### config.mk
export PLATFORM = sky130hd
export DESIGN_NAME = dcache_ctrl
export DESIGN_NICKNAME = d
export VERILOG_FILES = /design/src/rtl/dcache_pkg.sv /design/src/rtl/dcache_mem_mux.sv /design/src/rtl/dcache_ctrl.sv
export SDC_FILE = /design/constraint.sdc
export NUM_CORES = 1
export LEC_CHECK = 0
export CAP_MARGIN = 15
export CELL_PAD_IN_SITES_DETAIL_PLACEMENT = 1
export CELL_PAD_IN_SITES_GLOBAL_PLACEMENT = 2
export CORE_ASPECT_RATIO = 0.6
export CORE_MARGIN = 2
export CORE_UTILIZATION = 19
export DETAILED_ROUTE_END_ITERATION = 10
export GPL_TIMING_DRIVEN = 1
export PLACE_DENSITY = 0.84
export SLEW_MARGIN = 0
export SYNTH_ARGS = -nofsm -noshare
export SYNTH_HDL_FRONTEND = slang
export SYNTH_SLANG_ARGS = --single-unit
### constraint.sdc
create_clock -name clk -period 5.47 [get_ports clk]
set_input_delay 1.094 -clock clk [delete_from_list [all_inputs] [get_ports clk]]
set_output_delay 1.094 -clock clk [all_outputs]
set_load 0.02 [all_outputs]
### src/rtl/dcache_pkg.sv
// Shared definitions for the data-cache controller slice.
//   - default address/data/byte-enable/burst widths used by dcache_ctrl
//   - controller state encoding
//   - clog2 helper for sizing index and counter fields
package dcache_pkg;

    localparam int DEF_ADDRBITS = 32;
    localparam int DEF_DATABITS = 32;
    localparam int DEF_BANKNUM  = 4;
    localparam int DEF_BURSTLEN = 32;

    typedef enum logic [1:0] {
        ST_IDLE   = 2'd0,
        ST_LOOKUP = 2'd1,
        ST_FILL   = 2'd2,
        ST_REPLAY = 2'd3
    } state_t;

    // Ceiling log2, never less than 1 so a field always has at least one bit.
    function automatic int clog2(input int v);
        int r;
        r = 0;
        for (int i = 0; i < 31; i++) begin
            if ((1 << i) < v) r = i + 1;
        end
        return (r < 1) ? 1 : r;
    endfunction

endpackage

### src/rtl/dcache_mem_mux.sv
// Routes the single memory-controller port to the line that currently owns it.
//   owner, owner_vld      : index of the owning line and whether any line owns the port
//   line_out              : per-line data out (write-back data source)
//   line_mem_addr/rdreq/wrreq : per-line memory request signals
//   mem_valid             : memory read-data strobe, demuxed to the owner only
//   mem_addr/datain/rdreq/wrreq : owner's request signals, all 0 without an owner
//   line_mem_valid        : one-hot copy of mem_valid for the owner line
module dcache_mem_mux #(
    parameter int NUMLINES = 4,
    parameter int ADDRBITS = 32,
    parameter int DATABITS = 32,
    parameter int OWNW     = 2
) (
    input  logic [OWNW-1:0]            owner,
    input  logic                       owner_vld,
    input  logic [NUMLINES*DATABITS-1:0] line_out,
    input  logic [NUMLINES*ADDRBITS-1:0] line_mem_addr,
    input  logic [NUMLINES-1:0]        line_mem_rdreq,
    input  logic [NUMLINES-1:0]        line_mem_wrreq,
    input  logic                       mem_valid,
    output logic [ADDRBITS-1:0]        mem_addr,
    output logic [DATABITS-1:0]        mem_datain,
    output logic                       mem_rdreq,
    output logic                       mem_wrreq,
    output logic [NUMLINES-1:0]        line_mem_valid
);

    // Purely combinational so an asynchronous reset of owner_vld drops the
    // memory requests in the same cycle.
    always_comb begin
        mem_addr       = '0;
        mem_datain     = '0;
        mem_rdreq      = 1'b0;
        mem_wrreq      = 1'b0;
        line_mem_valid = '0;
        for (int i = 0; i < NUMLINES; i++) begin
            if (owner_vld && (owner == OWNW'(i))) begin
                mem_addr          = line_mem_addr[i*ADDRBITS +: ADDRBITS];
                mem_datain        = line_out[i*DATABITS +: DATABITS];
                mem_rdreq         = line_mem_rdreq[i];
                mem_wrreq         = line_mem_wrreq[i];
                line_mem_valid[i] = mem_valid;
            end
        end
    end

endmodule

### src/rtl/dcache_ctrl.sv
// Data-cache controller in front of NUMLINES dcache_line instances.
// One CPU load/store is accepted at a time, latched and broadcast to every
// line. A hit returns the lowest-index hitting line's data; an all-miss picks
// a round-robin victim, pulses its refill, hands it the memory port for one
// burst and then replays the latched access.
//   CPU side   : cpu_addr/datain/be/rdreq/wrreq in, cpu_dataout/valid/busy out
//   Line side  : line_addr/datain/be/rdreq/wrreq/fill out (broadcast / one-hot),
//                line_out/valid/miss/mem_addr/mem_rdreq/mem_wrreq in,
//                line_mem_valid out
//   Memory side: mem_out/mem_valid in, mem_burstlen/addr/datain/rdreq/wrreq out
module dcache_ctrl
    import dcache_pkg::*;
#(
    parameter int NUMLINES = 4,
    parameter int ADDRBITS = DEF_ADDRBITS,
    parameter int DATABITS = DEF_DATABITS,
    parameter int BANKNUM  = DEF_BANKNUM,
    parameter int BURSTLEN = DEF_BURSTLEN
) (
    input  logic                         clk,
    input  logic                         reset,
    input  logic [ADDRBITS-1:0]          cpu_addr,
    input  logic [DATABITS-1:0]          cpu_datain,
    input  logic                         cpu_rdreq,
    input  logic                         cpu_wrreq,
    input  logic [BANKNUM-1:0]           cpu_be,
    output logic [DATABITS-1:0]          cpu_dataout,
    output logic                         cpu_valid,
    output logic                         cpu_busy,
    output logic [ADDRBITS-1:0]          line_addr,
    output logic [DATABITS-1:0]          line_datain,
    output logic [BANKNUM-1:0]           line_be,
    output logic                         line_rdreq,
    output logic                         line_wrreq,
    output logic [NUMLINES-1:0]          line_fill,
    input  logic [NUMLINES*DATABITS-1:0] line_out,
    input  logic [NUMLINES-1:0]          line_valid,
    input  logic [NUMLINES-1:0]          line_miss,
    input  logic [NUMLINES*ADDRBITS-1:0] line_mem_addr,
    input  logic [NUMLINES-1:0]          line_mem_rdreq,
    input  logic [NUMLINES-1:0]          line_mem_wrreq,
    output logic [NUMLINES-1:0]          line_mem_valid,
    input  logic [DATABITS-1:0]          mem_out,
    input  logic                         mem_valid,
    output logic [15:0]                  mem_burstlen,
    output logic [ADDRBITS-1:0]          mem_addr,
    output logic [DATABITS-1:0]          mem_datain,
    output logic                         mem_rdreq,
    output logic                         mem_wrreq
);

    localparam int OWNW = clog2(NUMLINES);
    localparam int CNTW = clog2(BURSTLEN + 1);
    localparam logic [CNTW-1:0] BEATS_FULL = CNTW'(BURSTLEN);
    localparam logic [OWNW-1:0] LAST_LINE  = OWNW'(NUMLINES - 1);

    state_t state, state_d;

    logic                op_wr;
    logic [OWNW-1:0]     victim;
    logic [OWNW-1:0]     owner;
    logic                owner_vld;
    logic [NUMLINES-1:0] miss_acc;
    logic [CNTW-1:0]     beat_cnt;
    logic                rd_seen;

    logic                hit_any;
    logic [DATABITS-1:0] hit_data;
    logic                all_miss;
    logic                accept;
    logic                issue;
    logic                issue_wr;
    logic                lookup_hit;
    logic                lookup_miss;
    logic                fill_done;
    logic                beat;

    // mem_out is fanned out to the lines outside this block; the controller
    // itself never consumes the read data.
    logic                unused_mem_out;
    assign unused_mem_out = ^mem_out;

    assign mem_burstlen = 16'(BURSTLEN);

    // Lowest-index hitting line wins: scan downward so the last write is index 0 side.
    always_comb begin
        hit_any  = |line_valid;
        hit_data = '0;
        for (int i = NUMLINES - 1; i >= 0; i--) begin
            if (line_valid[i]) hit_data = line_out[i*DATABITS +: DATABITS];
        end
    end

    // Lines may answer in different cycles; misses seen earlier in this
    // lookup are remembered so all-miss is the union over the whole lookup.
    assign all_miss = &(miss_acc | line_miss);

    always_ff @(posedge clk or posedge reset) begin
        if (reset) state <= ST_IDLE;
        else       state <= state_d;
    end

    always_comb begin
        state_d = state;
        case (state)
            ST_IDLE:   if (cpu_rdreq || cpu_wrreq) state_d = ST_LOOKUP;
            ST_LOOKUP: begin
                if (hit_any)       state_d = ST_IDLE;
                else if (all_miss) state_d = ST_FILL;
            end
            ST_FILL:   if (beat_cnt == BEATS_FULL) state_d = ST_REPLAY;
            ST_REPLAY: state_d = ST_LOOKUP;
            default:   state_d = ST_IDLE;
        endcase
    end

    always_comb begin
        accept      = (state == ST_IDLE) && (cpu_rdreq || cpu_wrreq);
        issue       = accept || (state == ST_REPLAY);
        // A fresh request takes its op from the CPU pins (write wins over
        // read); a replay reuses the latched op.
        issue_wr    = accept ? cpu_wrreq : op_wr;
        lookup_hit  = (state == ST_LOOKUP) && hit_any;
        lookup_miss = (state == ST_LOOKUP) && !hit_any && all_miss;
        fill_done   = (state == ST_FILL) && (beat_cnt == BEATS_FULL);
        // Only read-data beats of the refill count; write-back traffic and
        // anything after the burst is complete are ignored.
        beat        = (state == ST_FILL) && mem_valid && !mem_wrreq &&
                      (rd_seen || mem_rdreq) && (beat_cnt != BEATS_FULL);
        cpu_busy    = (state != ST_IDLE);
    end

    always_ff @(posedge clk or posedge reset) begin
        if (reset) begin
            line_addr   <= '0;
            line_datain <= '0;
            line_be     <= '0;
            op_wr       <= 1'b0;
            line_rdreq  <= 1'b0;
            line_wrreq  <= 1'b0;
            line_fill   <= '0;
            cpu_valid   <= 1'b0;
            cpu_dataout <= '0;
            miss_acc    <= '0;
            victim      <= '0;
            owner       <= '0;
            owner_vld   <= 1'b0;
            beat_cnt    <= '0;
            rd_seen     <= 1'b0;
        end else begin
            if (accept) begin
                line_addr   <= cpu_addr;
                line_datain <= cpu_datain;
                line_be     <= cpu_be;
                op_wr       <= cpu_wrreq;
            end

            line_rdreq <= issue && !issue_wr;
            line_wrreq <= issue && issue_wr;

            if (issue)                   miss_acc <= '0;
            else if (state == ST_LOOKUP) miss_acc <= miss_acc | line_miss;

            cpu_valid <= lookup_hit;
            if (lookup_hit && !op_wr) cpu_dataout <= hit_data;

            line_fill <= lookup_miss ? (NUMLINES'(1) << victim) : '0;

            if (lookup_miss) begin
                owner     <= victim;
                owner_vld <= 1'b1;
                beat_cnt  <= '0;
                rd_seen   <= 1'b0;
            end else begin
                if ((state == ST_FILL) && mem_rdreq) rd_seen  <= 1'b1;
                if (beat)                            beat_cnt <= beat_cnt + CNTW'(1);
            end

            if (fill_done) begin
                owner_vld <= 1'b0;
                victim    <= (victim == LAST_LINE) ? '0 : victim + OWNW'(1);
            end
        end
    end

    dcache_mem_mux #(
        .NUMLINES (NUMLINES),
        .ADDRBITS (ADDRBITS),
        .DATABITS (DATABITS),
        .OWNW     (OWNW)
    ) u_mem_mux (
        .owner          (owner),
        .owner_vld      (owner_vld),
        .line_out       (line_out),
        .line_mem_addr  (line_mem_addr),
        .line_mem_rdreq (line_mem_rdreq),
        .line_mem_wrreq (line_mem_wrreq),
        .mem_valid      (mem_valid),
        .mem_addr       (mem_addr),
        .mem_datain     (mem_datain),
        .mem_rdreq      (mem_rdreq),
        .mem_wrreq      (mem_wrreq),
        .line_mem_valid (line_mem_valid)
    );

endmodule

==> flow_summary.rst, run 1 <==
.. list-table::
   :header-rows: 1

   * - Metric
     - Value
   * - Count of state elements after synthesis
     - 126
   * - Full die area
     - 44300 um^2
   * - Max Transition Viols Final
     - 0
   * - Largest net degree at the start of global routing
     - 73
   * - Type of the setup path with the least slack
     - reg -> out
   * - Max_cap viols
     - 0
   * - Slew HR
     - 0.218
   * - Static leakage power
     - 5.80 nW
   * - Post-Syn Area
     - 8100 um^2
   * - Mean post-synth cell area
     - 9.50 um^2
   * - Core region area
     - 41900 um^2
   * - Dominant cells by area after synthesis
     - sky130_fd_sc_hd__dfrtp_1 (39%), sky130_fd_sc_hd__mux4_2 (18%), sky130_fd_sc_hd__nand2_1 (13%), sky130_fd_sc_hd__and2_1 (5.1%), sky130_fd_sc_hd__a221oi_1 (2.8%)
   * - Capturing element type of the critical path
     - output port
   * - Number of buffers added by the clock tree synthesis step
     - 17
   * - Width of the chip
     - 271 um
   * - Total design power
     - 0.00576 W
   * - Remaining antenna violation count after routing
     - 0
   * - # Post-CTS Setup Buffers
     - 0
   * - Number of setup violations in the final report
     - 0
   * - Min Clock Period, post-route
     - 4.13 ns
   * - Setup repair after global routing missed its margin
     - no
   * - Clock tree sinks
     - 126
   * - Number of remaining DRC errors
     - 0
   * - Ratio of total power to cell area
     - 399 nW/um^2
   * - Origin of the worst min-delay path
     - line_datain[9]$_DFFE_PP0P_
   * - Routed wire length
     - 41.3 mm
   * - Share of cells above drive strength 1
     - 0.0987
   * - Gpl congestion
     - 0.867
   * - Post-placement worst setup slack
     - 1.38 ns
   * - Final count of hold timing violations
     - 0
   * - Util after Layout
     - 0.344
   * - Measured slew at the worst slew-check pin
     - 1.17 ns
   * - Clock slew seen by the registers of the worst setup and hold paths
     - 0.06 ns
   * - Predominant post-synthesis flop cell
     - sky130_fd_sc_hd__dfrtp_1
   * - Final clock skew
     - 0.00807 ns
   * - Reg2reg start
     - owner[1]$_DFFE_PP0P_
   * - Library cell used as clock root buffer
     - sky130_fd_sc_hd__clkbuf_16
   * - Count of standard-cell rows
     - 58
   * - Maximum vdd ir drop
     - 0.213 mV
   * - Data arrival time of the worst path
     - 3.03 ns
   * - Number of warning messages in the yosys log
     - 0
   * - Via count
     - 8551
   * - Synth async-reset ratio
     - 1.00
   * - Placed Area
     - 13800 um^2
   * - Clock tree from TritonCTS
     - yes
   * - P&R area growth vs syn
     - 78.2%
   * - Starting Density
     - 0.193
   * - Status
     - completed
   * - # port buffers
     - 522
   * - Count of cell types in the netlist
     - 48
   * - Via density per instance
     - 4.45
   * - Largest driver fanout on the critical path
     - 43
   * - Maximum buffer depth of the clock tree
     - 2
   * - Post-detail-place hpwl
     - 31.9 mm
   * - Clock latency of the later-clocked register in the worst-skew pair
     - 0.43 ns
   * - Ports placed on the boundary
     - 571
   * - Data required time at the worst endpoint
     - 4.38 ns
   * - Share of the clock period used by the worst path
     - 0.754
   * - Number of enable-type register cells in the synthesized netlist
     - 0
   * - Worst reg2reg setup slack
     - 2.73 ns
   * - Number of buffers inserted by hold repair at cts
     - 0
   * - Chip Height
     - 164 um
   * - Drt first-iter violations
     - 461
   * - Fraction of synthesized cell area taken by the top area cell type
     - 0.389
   * - Number of antenna violations at the first check in global routing
     - 3
   * - Count of mapped cells out of synthesis
     - 852
   * - Total negative slack for setup checks
     - 0 ns
   * - Number of global-route vias before repair
     - 9181
   * - Kind of start point of the critical path
     - flip-flop
   * - Share of synthesized area occupied by flip-flops and latches
     - 0.389
   * - Detailed-router iteration count before antenna repair
     - 5
   * - Post-cts sizing count
     - 0
   * - Origin of the worst setup path
     - owner[0]$_DFFE_PP0P_
   * - Number of levels the H-tree was split into
     - 4
   * - Fill cell instance count of the final layout
     - 4831
   * - F_max
     - 0.242 GHz
   * - Tightest Hold Check Type
     - reg -> reg
   * - Worst path setup slack after routing
     - 1.34 ns
   * - Global-route wire length before repair
     - 60.4 mm
   * - Overall overflow remaining after global route
     - 0
   * - Overall fraction of global-route tracks in use
     - 0.182
   * - Number of nets in the finished design
     - 1723
   * - Biggest area consumer among synthesized cells
     - sky130_fd_sc_hd__dfrtp_1
   * - Final standard cell area without fillers
     - 14400 um^2
   * - Average detailed-routed wire length per instance
     - 21.5 um
==> sequential cells by signal (all words and copies together), names as in the netlist <==
signal / count
line_addr: 32
line_rdreq: 1
line_wrreq: 1
line_datain: 32
beat_cnt: 6
cpu_dataout: 32
owner: 2
state: 2
cpu_valid: 1
line_fill: 4
owner_vld: 1
miss_acc: 4
victim: 2
rd_seen: 1
op_wr: 1
line_be: 4
==> cells in the final DEF, fill, tap and decap left out, types with 3 or more instances in the layout <==
cell	n
sky130_fd_sc_hd__clkdlybuf4s50_1	520
sky130_fd_sc_hd__nand2_1	272
sky130_fd_sc_hd__dfrtp_1	123
sky130_fd_sc_hd__and2_1	66
sky130_fd_sc_hd__mux4_2	65
sky130_fd_sc_hd__o21ai_0	35
sky130_fd_sc_hd__nor2_1	34
sky130_fd_sc_hd__a221oi_1	26
sky130_fd_sc_hd__o31a_1	26
sky130_fd_sc_hd__clkbuf_16	17
sky130_fd_sc_hd__conb_1	16
sky130_fd_sc_hd__a21oi_1	14
sky130_fd_sc_hd__buf_4	12
sky130_fd_sc_hd__ha_1	11
sky130_fd_sc_hd__inv_1	10
sky130_fd_sc_hd__nor2b_1	9
sky130_fd_sc_hd__nand3b_1	7
sky130_fd_sc_hd__nor3_1	6
sky130_fd_sc_hd__mux2_2	6
sky130_fd_sc_hd__a311oi_1	6
sky130_fd_sc_hd__inv_6	6
sky130_fd_sc_hd__nor4_1	4
sky130_fd_sc_hd__mux2i_1	4
sky130_fd_sc_hd__diode_2	3
sky130_fd_sc_hd__nand4_1	3
sky130_fd_sc_hd__and2_2	3
sky130_fd_sc_hd__bufinv_16	3
sky130_fd_sc_hd__clkinv_4	3
==> area by class of cell <==
class                           count  area (um^2)  area share
Multi-Input combinational cell    644         4570       0.317
Clock inverter                     15          185      0.0128
Timing Repair Buffer              535         5330       0.369
Sequential cell                   126         3160       0.219
Clock buffer                       17          425      0.0295
Tap cell                          570          713      0.0494
Antenna cell                        3         7.51    0.000520
Inverter                           11         46.3     0.00321
==> synth_stat cells, types with 7 or more instances <==
cell,number
sky130_fd_sc_hd__buf_4,16
sky130_fd_sc_hd__a21oi_1,14
sky130_fd_sc_hd__clkbuf_1,57
sky130_fd_sc_hd__nor2_1,35
sky130_fd_sc_hd__nand3b_1,7
sky130_fd_sc_hd__dfrtp_1,126
sky130_fd_sc_hd__nor2b_1,10
sky130_fd_sc_hd__o31a_1,26
sky130_fd_sc_hd__a221oi_1,26
sky130_fd_sc_hd__inv_1,11
sky130_fd_sc_hd__ha_1,11
sky130_fd_sc_hd__nand2_1,272
sky130_fd_sc_hd__mux4_2,65
sky130_fd_sc_hd__and2_1,66
sky130_fd_sc_hd__o21ai_0,35
sky130_fd_sc_hd__buf_2,7
==> per-stage QoR <==
step,cells,hold WS (ns)
detailed placement,1886,0.461
floorplan,866,0.487
finish,1921,0.470
CTS,1918,0.478
global placement,1886,0.457
global route,1921,0.498
==> kinds of logic after synthesis <==
| group | count (synthesis) | share of synthesized area |
|---|---|---|
| compound gates | 122 | 0.107 |
| fa+ha+maj | 11 | 0.0170 |
| buf+inv | 96 | 0.0558 |
| flops | 126 | 0.389 |
| mux | 76 | 0.196 |
| other cells | 2 | 0.000927 |
| simple gates | 419 | 0.234 |
==> report_power, final <==
part	total (W)	switching, W	internal, W	leakage (nW)
registers	0.00159	0.000264	0.00133	1.58
clock network	0.00122	0.000497	0.000725	0.295
logic	0.00295	0.00162	0.00133	3.93
==> final timing paths <==
kind	end	depth (start not counted)
max	mem_datain[0]	4
min	line_datain[9]$_DFFE_PP0P_	2
max reg2reg	beat_cnt[4]$_DFFE_PP0P_	5
min reg2reg	line_datain[9]$_DFFE_PP0P_	2
max in group asynchronous	cpu_dataout[22]$_DFFE_PP0P_	3
min in group asynchronous	line_datain[11]$_DFFE_PP0P_	2
==> per-layer routing <==
layer,GRT usage,share of wire,vias up
li1,-,-,3925
met1,0.220,0.41,4304
met2,0.316,0.50,269
met3,0.0420,0.056,53
met4,0.0650,0.027,0
met5,0,0,-
==> worst max-delay path: stages (launching register included) <==
cell                              delay (ns)
sky130_fd_sc_hd__dfrtp_4                0.80
sky130_fd_sc_hd__buf_12                 0.39
sky130_fd_sc_hd__mux4_2                 0.54
sky130_fd_sc_hd__and2_1                 0.22
sky130_fd_sc_hd__clkdlybuf4s50_1        0.57
(Power assumes the default switching activity.)
==> run 2, diff against run 1 <==
==> constraint.sdc (replaced) <==
create_clock -name clk -period 4.1 [get_ports clk]
set_input_delay 0.82 -clock clk [delete_from_list [all_inputs] [get_ports clk]]
set_output_delay 0.82 -clock clk [all_outputs]
set_load 0.02 [all_outputs]
==> run 2 against run 1 <==
Effect of this change:
- worst hold slack better by 0.0054 ns
- setup slack worse by 0.93 ns
- count of clock-buffer cells in the layout up 6
- non-clock buffer count up 12
- sequential power up 33%
- clock skew up 0.0028 ns
- largest cell class unchanged
- cell count up 0.62%
- die area unchanged
- highest routed layer is now met5
==> flow_summary.rst, run 2 (synthesis gave the netlist of run 1 again) <==
.. list-table::
   :header-rows: 1

   * - Metric
     - Value
   * - Measured slew at the worst slew-check pin
     - 0.813 ns (-0.361 ns)
   * - Reg2reg start
     - owner[1]$_DFFE_PP0P_
   * - Cell count of the worst hold path
     - 2 (unchanged)
   * - Flop pwr share
     - 0.268 (-0.008)
   * - End of the worst register-to-register path
     - beat_cnt[4]$_DFFE_PP0P_
   * - Fill cell instance count of the final layout
     - 4776 (-1.1%)
   * - Final clock skew
     - 0.0108 ns (+0.00275 ns)
   * - Number of remaining DRC errors
     - 0 (unchanged)
   * - Core region area
     - 41900 um^2 (unchanged)
   * - Maximum buffer depth of the clock tree
     - 2 (unchanged)
   * - Number of antenna violations at the first check in global routing
     - 5 (+2)
   * - Number of nets in the finished design
     - 1735 (+0.70%)
   * - Post-detail-place hpwl
     - 31.7 mm (-0.53%)
   * - Top Registers
     - cpu_dataout: 32 flops, line_addr: 32 flops, line_datain: 32 flops
   * - Worst reg2reg setup slack
     - 1.71 ns (-1.02 ns)
   * - Switching power total
     - 0.00309 W (+30%)
   * - Capturing element type of the critical path
     - output port
   * - Width of the chip
     - 271 um (unchanged)
   * - Critical-path cell list
     - buf_12, mux4_2, and2_1, clkdlybuf4s50_1
   * - Share of the clock period used by the worst path
     - 0.899
   * - WHS
     - 0.476 ns (+0.00541 ns)
   * - Number of buffers added by the clock tree synthesis step
     - 17 (unchanged)
   * - Largest driver fanout on the critical path
     - 27 (-37%)
   * - Overall overflow remaining after global route
     - 0 (unchanged)
   * - Commonest cells after routing, fill and taps aside
     - sky130_fd_sc_hd__clkdlybuf4s50_1 (520), sky130_fd_sc_hd__nand2_1 (272), sky130_fd_sc_hd__dfrtp_1 (123)
   * - Detailed-router iteration count before antenna repair
     - 4 (-1)
   * - Number of global-route vias before repair
     - 9279 (+1.1%)
   * - Max Transition Viols Final
     - 0 (unchanged)
   * - Clock tree from TritonCTS
     - yes
   * - Static leakage power
     - 5.93 nW (+2.2%)
   * - Drt first-iter violations
     - 359 (-22%)
   * - Slowest stage cell, crit path
     - sky130_fd_sc_hd__dfrtp_4
   * - Gpl congestion
     - 0.885 (+2.1%)
   * - Worst stage delay on the critical path
     - 0.76 ns (-0.04 ns)
   * - Full die area
     - 44300 um^2 (unchanged)
   * - F_max
     - 0.271 GHz
   * - # port buffers
     - 522 (unchanged)
   * - Kind of start point of the critical path
     - flip-flop
   * - Clock latency of the later-clocked register in the worst-skew pair
     - 0.43 ns (about the same)
   * - Number of setup violations in the final report
     - 0 (unchanged)
   * - Maximum vdd ir drop
     - 0.315 mV (+48%)
   * - Overall fraction of global-route tracks in use
     - 0.179 (-0.00210)
   * - Chip Height
     - 164 um (unchanged)
   * - Most frequent standard cell in the layout excluding fill and tap cells
     - sky130_fd_sc_hd__clkdlybuf4s50_1
   * - P&R area growth vs syn
     - 81.2%
   * - Remaining antenna violation count after routing
     - 0 (unchanged)
   * - Slew HR
     - 0.457 (+0.239)
   * - Count of standard-cell rows
     - 58 (unchanged)
   * - Final count of hold timing violations
     - 0 (unchanged)
   * - Ports placed on the boundary
     - 571 (unchanged)
   * - Post-cts sizing count
     - 0 (unchanged)
   * - Data arrival time of the worst path
     - 2.86 ns (-0.17 ns)
   * - Ratio of total power to cell area
     - 538 nW/um^2 (+35%)
   * - Min Clock Period, post-route
     - 3.68 ns
   * - Power share of the clock group
     - 0.231 (+0.019)
   * - Share of cells above drive strength 1
     - 0.105 (+0.00648)
   * - Depth of the most critical reg-to-reg path
     - 5 (unchanged)
   * - Clock slew seen by the registers of the worst setup and hold paths
     - 0.06 ns (about the same)
   * - Worst Hold Path EP
     - line_addr[2]$_DFFE_PP0P_
   * - Origin of the worst min-delay path
     - line_addr[2]$_DFFE_PP0P_
   * - Data required time at the worst endpoint
     - 3.28 ns (-1.10 ns)
   * - Post-layout instance count excluding filler cells
     - 1933 (+0.62%)
   * - Switching share of power
     - 0.392 (-0.0208)
   * - Final standard cell area without fillers
     - 14700 um^2 (+1.7%)
   * - Routed wire length
     - 40.6 mm (-1.7%)
   * - Number of buffers inserted by hold repair at cts
     - 0 (unchanged)
   * - Placed Area
     - 13900 um^2 (+0.95%)
   * - Total negative slack for setup checks
     - 0 ns (unchanged)
   * - Setup repair after global routing missed its margin
     - no
   * - Number of levels the H-tree was split into
     - 4 (unchanged)
   * - Status
     - completed
   * - Starting Density
     - 0.193 (unchanged)
   * - Tightest Hold Check Type
     - reg -> reg
   * - Library cell used as clock root buffer
     - sky130_fd_sc_hd__clkbuf_16
   * - Combinational fraction of design power
     - 0.501 (-0.011)
   * - Average detailed-routed wire length per instance
     - 21.0 um (-2.3%)
   * - Cell Int Power
     - 0.00480 W (+42%)
   * - Global-route wire length before repair
     - 59.7 mm (-1.3%)
   * - Clock tree sinks
     - 126 (unchanged)
   * - # Post-CTS Setup Buffers
     - 0 (unchanged)
   * - Max_cap viols
     - 0 (unchanged)
   * - Largest net degree at the start of global routing
     - 65 (-11%)
   * - Via count
     - 8595 (+0.51%)
   * - Cell count after placement
     - 1897 (+0.58%)
   * - Via density per instance
     - 4.45 (-0.11%)
   * - Type of the setup path with the least slack
     - reg -> out
==> run 2: cell types whose count changed in the layout (fill, tap and decap cells not counted), sizes merged <==
cell      change
bufinv        +3
buf          +12
clkinvlp      -1
clkinv        -3
inv           -5
clkbuf        +6
==> run 2: worst max-delay path by stage <==
| stage | startpoint | endpoint | slack (ns) | cells past startpoint |
|---|---|---|---|---|
| global placement | line_out[25] | mem_datain[25] | 0.72 | 4 |
| floorplan | owner[0]$_DFFE_PP0P_ | mem_addr[21] | 1.43 | 5 |
| detailed placement | line_out[25] | mem_datain[25] | 0.72 | 4 |
| global route | owner[0]$_DFFE_PP0P_ | mem_datain[1] | 0.22 | 4 |
| CTS | owner[0]$_DFFE_PP0P_ | mem_datain[1] | 0.31 | 4 |
| finish | owner[0]$_DFFE_PP0P_ | mem_datain[1] | 0.42 | 4 |
==> run 2: per-stage QoR <==
stage	worst slack [ns]	power, W	utilization
floorplan	1.43	0.00391	-
global placement	0.725	0.00603	0.332
detailed placement	0.725	0.00613	0.332
CTS	0.314	0.00800	0.349
global route	0.222	0.00838	0.350
finish	0.416	0.00789	0.350
==> run 2: layer usage <==
| layer | wire, um | track usage | up-vias |
|---|---|---|---|
| met4 | 882 | 0.0598 | 2 |
| met2 | 20800 | 0.319 | 254 |
| met3 | 2020 | 0.0376 | 38 |
| li1 | - | - | 3947 |
| met5 | 19 | 0 | - |
| met1 | 16900 | 0.217 | 4354 |
==> run 2: power groups by stage <==
stage          Clock, W  Sequential, W  Combinational [W]
4_1_cts         0.00188        0.00212            0.00400
3_5_place_dp          0        0.00214            0.00399
6_report        0.00182        0.00211            0.00396
2_1_floorplan         0        0.00264            0.00127
3_3_place_gp          0        0.00211            0.00392
5_1_grt         0.00193        0.00219            0.00426
==> run 2: worst max-delay path, delay by kind of cell, from the launching register on <==
family	cells	cell delay, ns
flip-flops	1	0.76
multiplexers	1	0.53
buffers and inverters	2	0.93
AND/OR/NAND/NOR	1	0.17
==> run 2: area by class of cell <==
cell class              count  area, um^2  share of cell area
inverters                  11        45.0             0.00307
well taps                 570         713              0.0486
multi-input cells         644        4570               0.311
clock inverters             9         203              0.0138
diodes                      3        7.51            0.000512
repair buffers            547        5490               0.374
flip-flops and latches    126        3160               0.216
clock buffers              23         488              0.0333
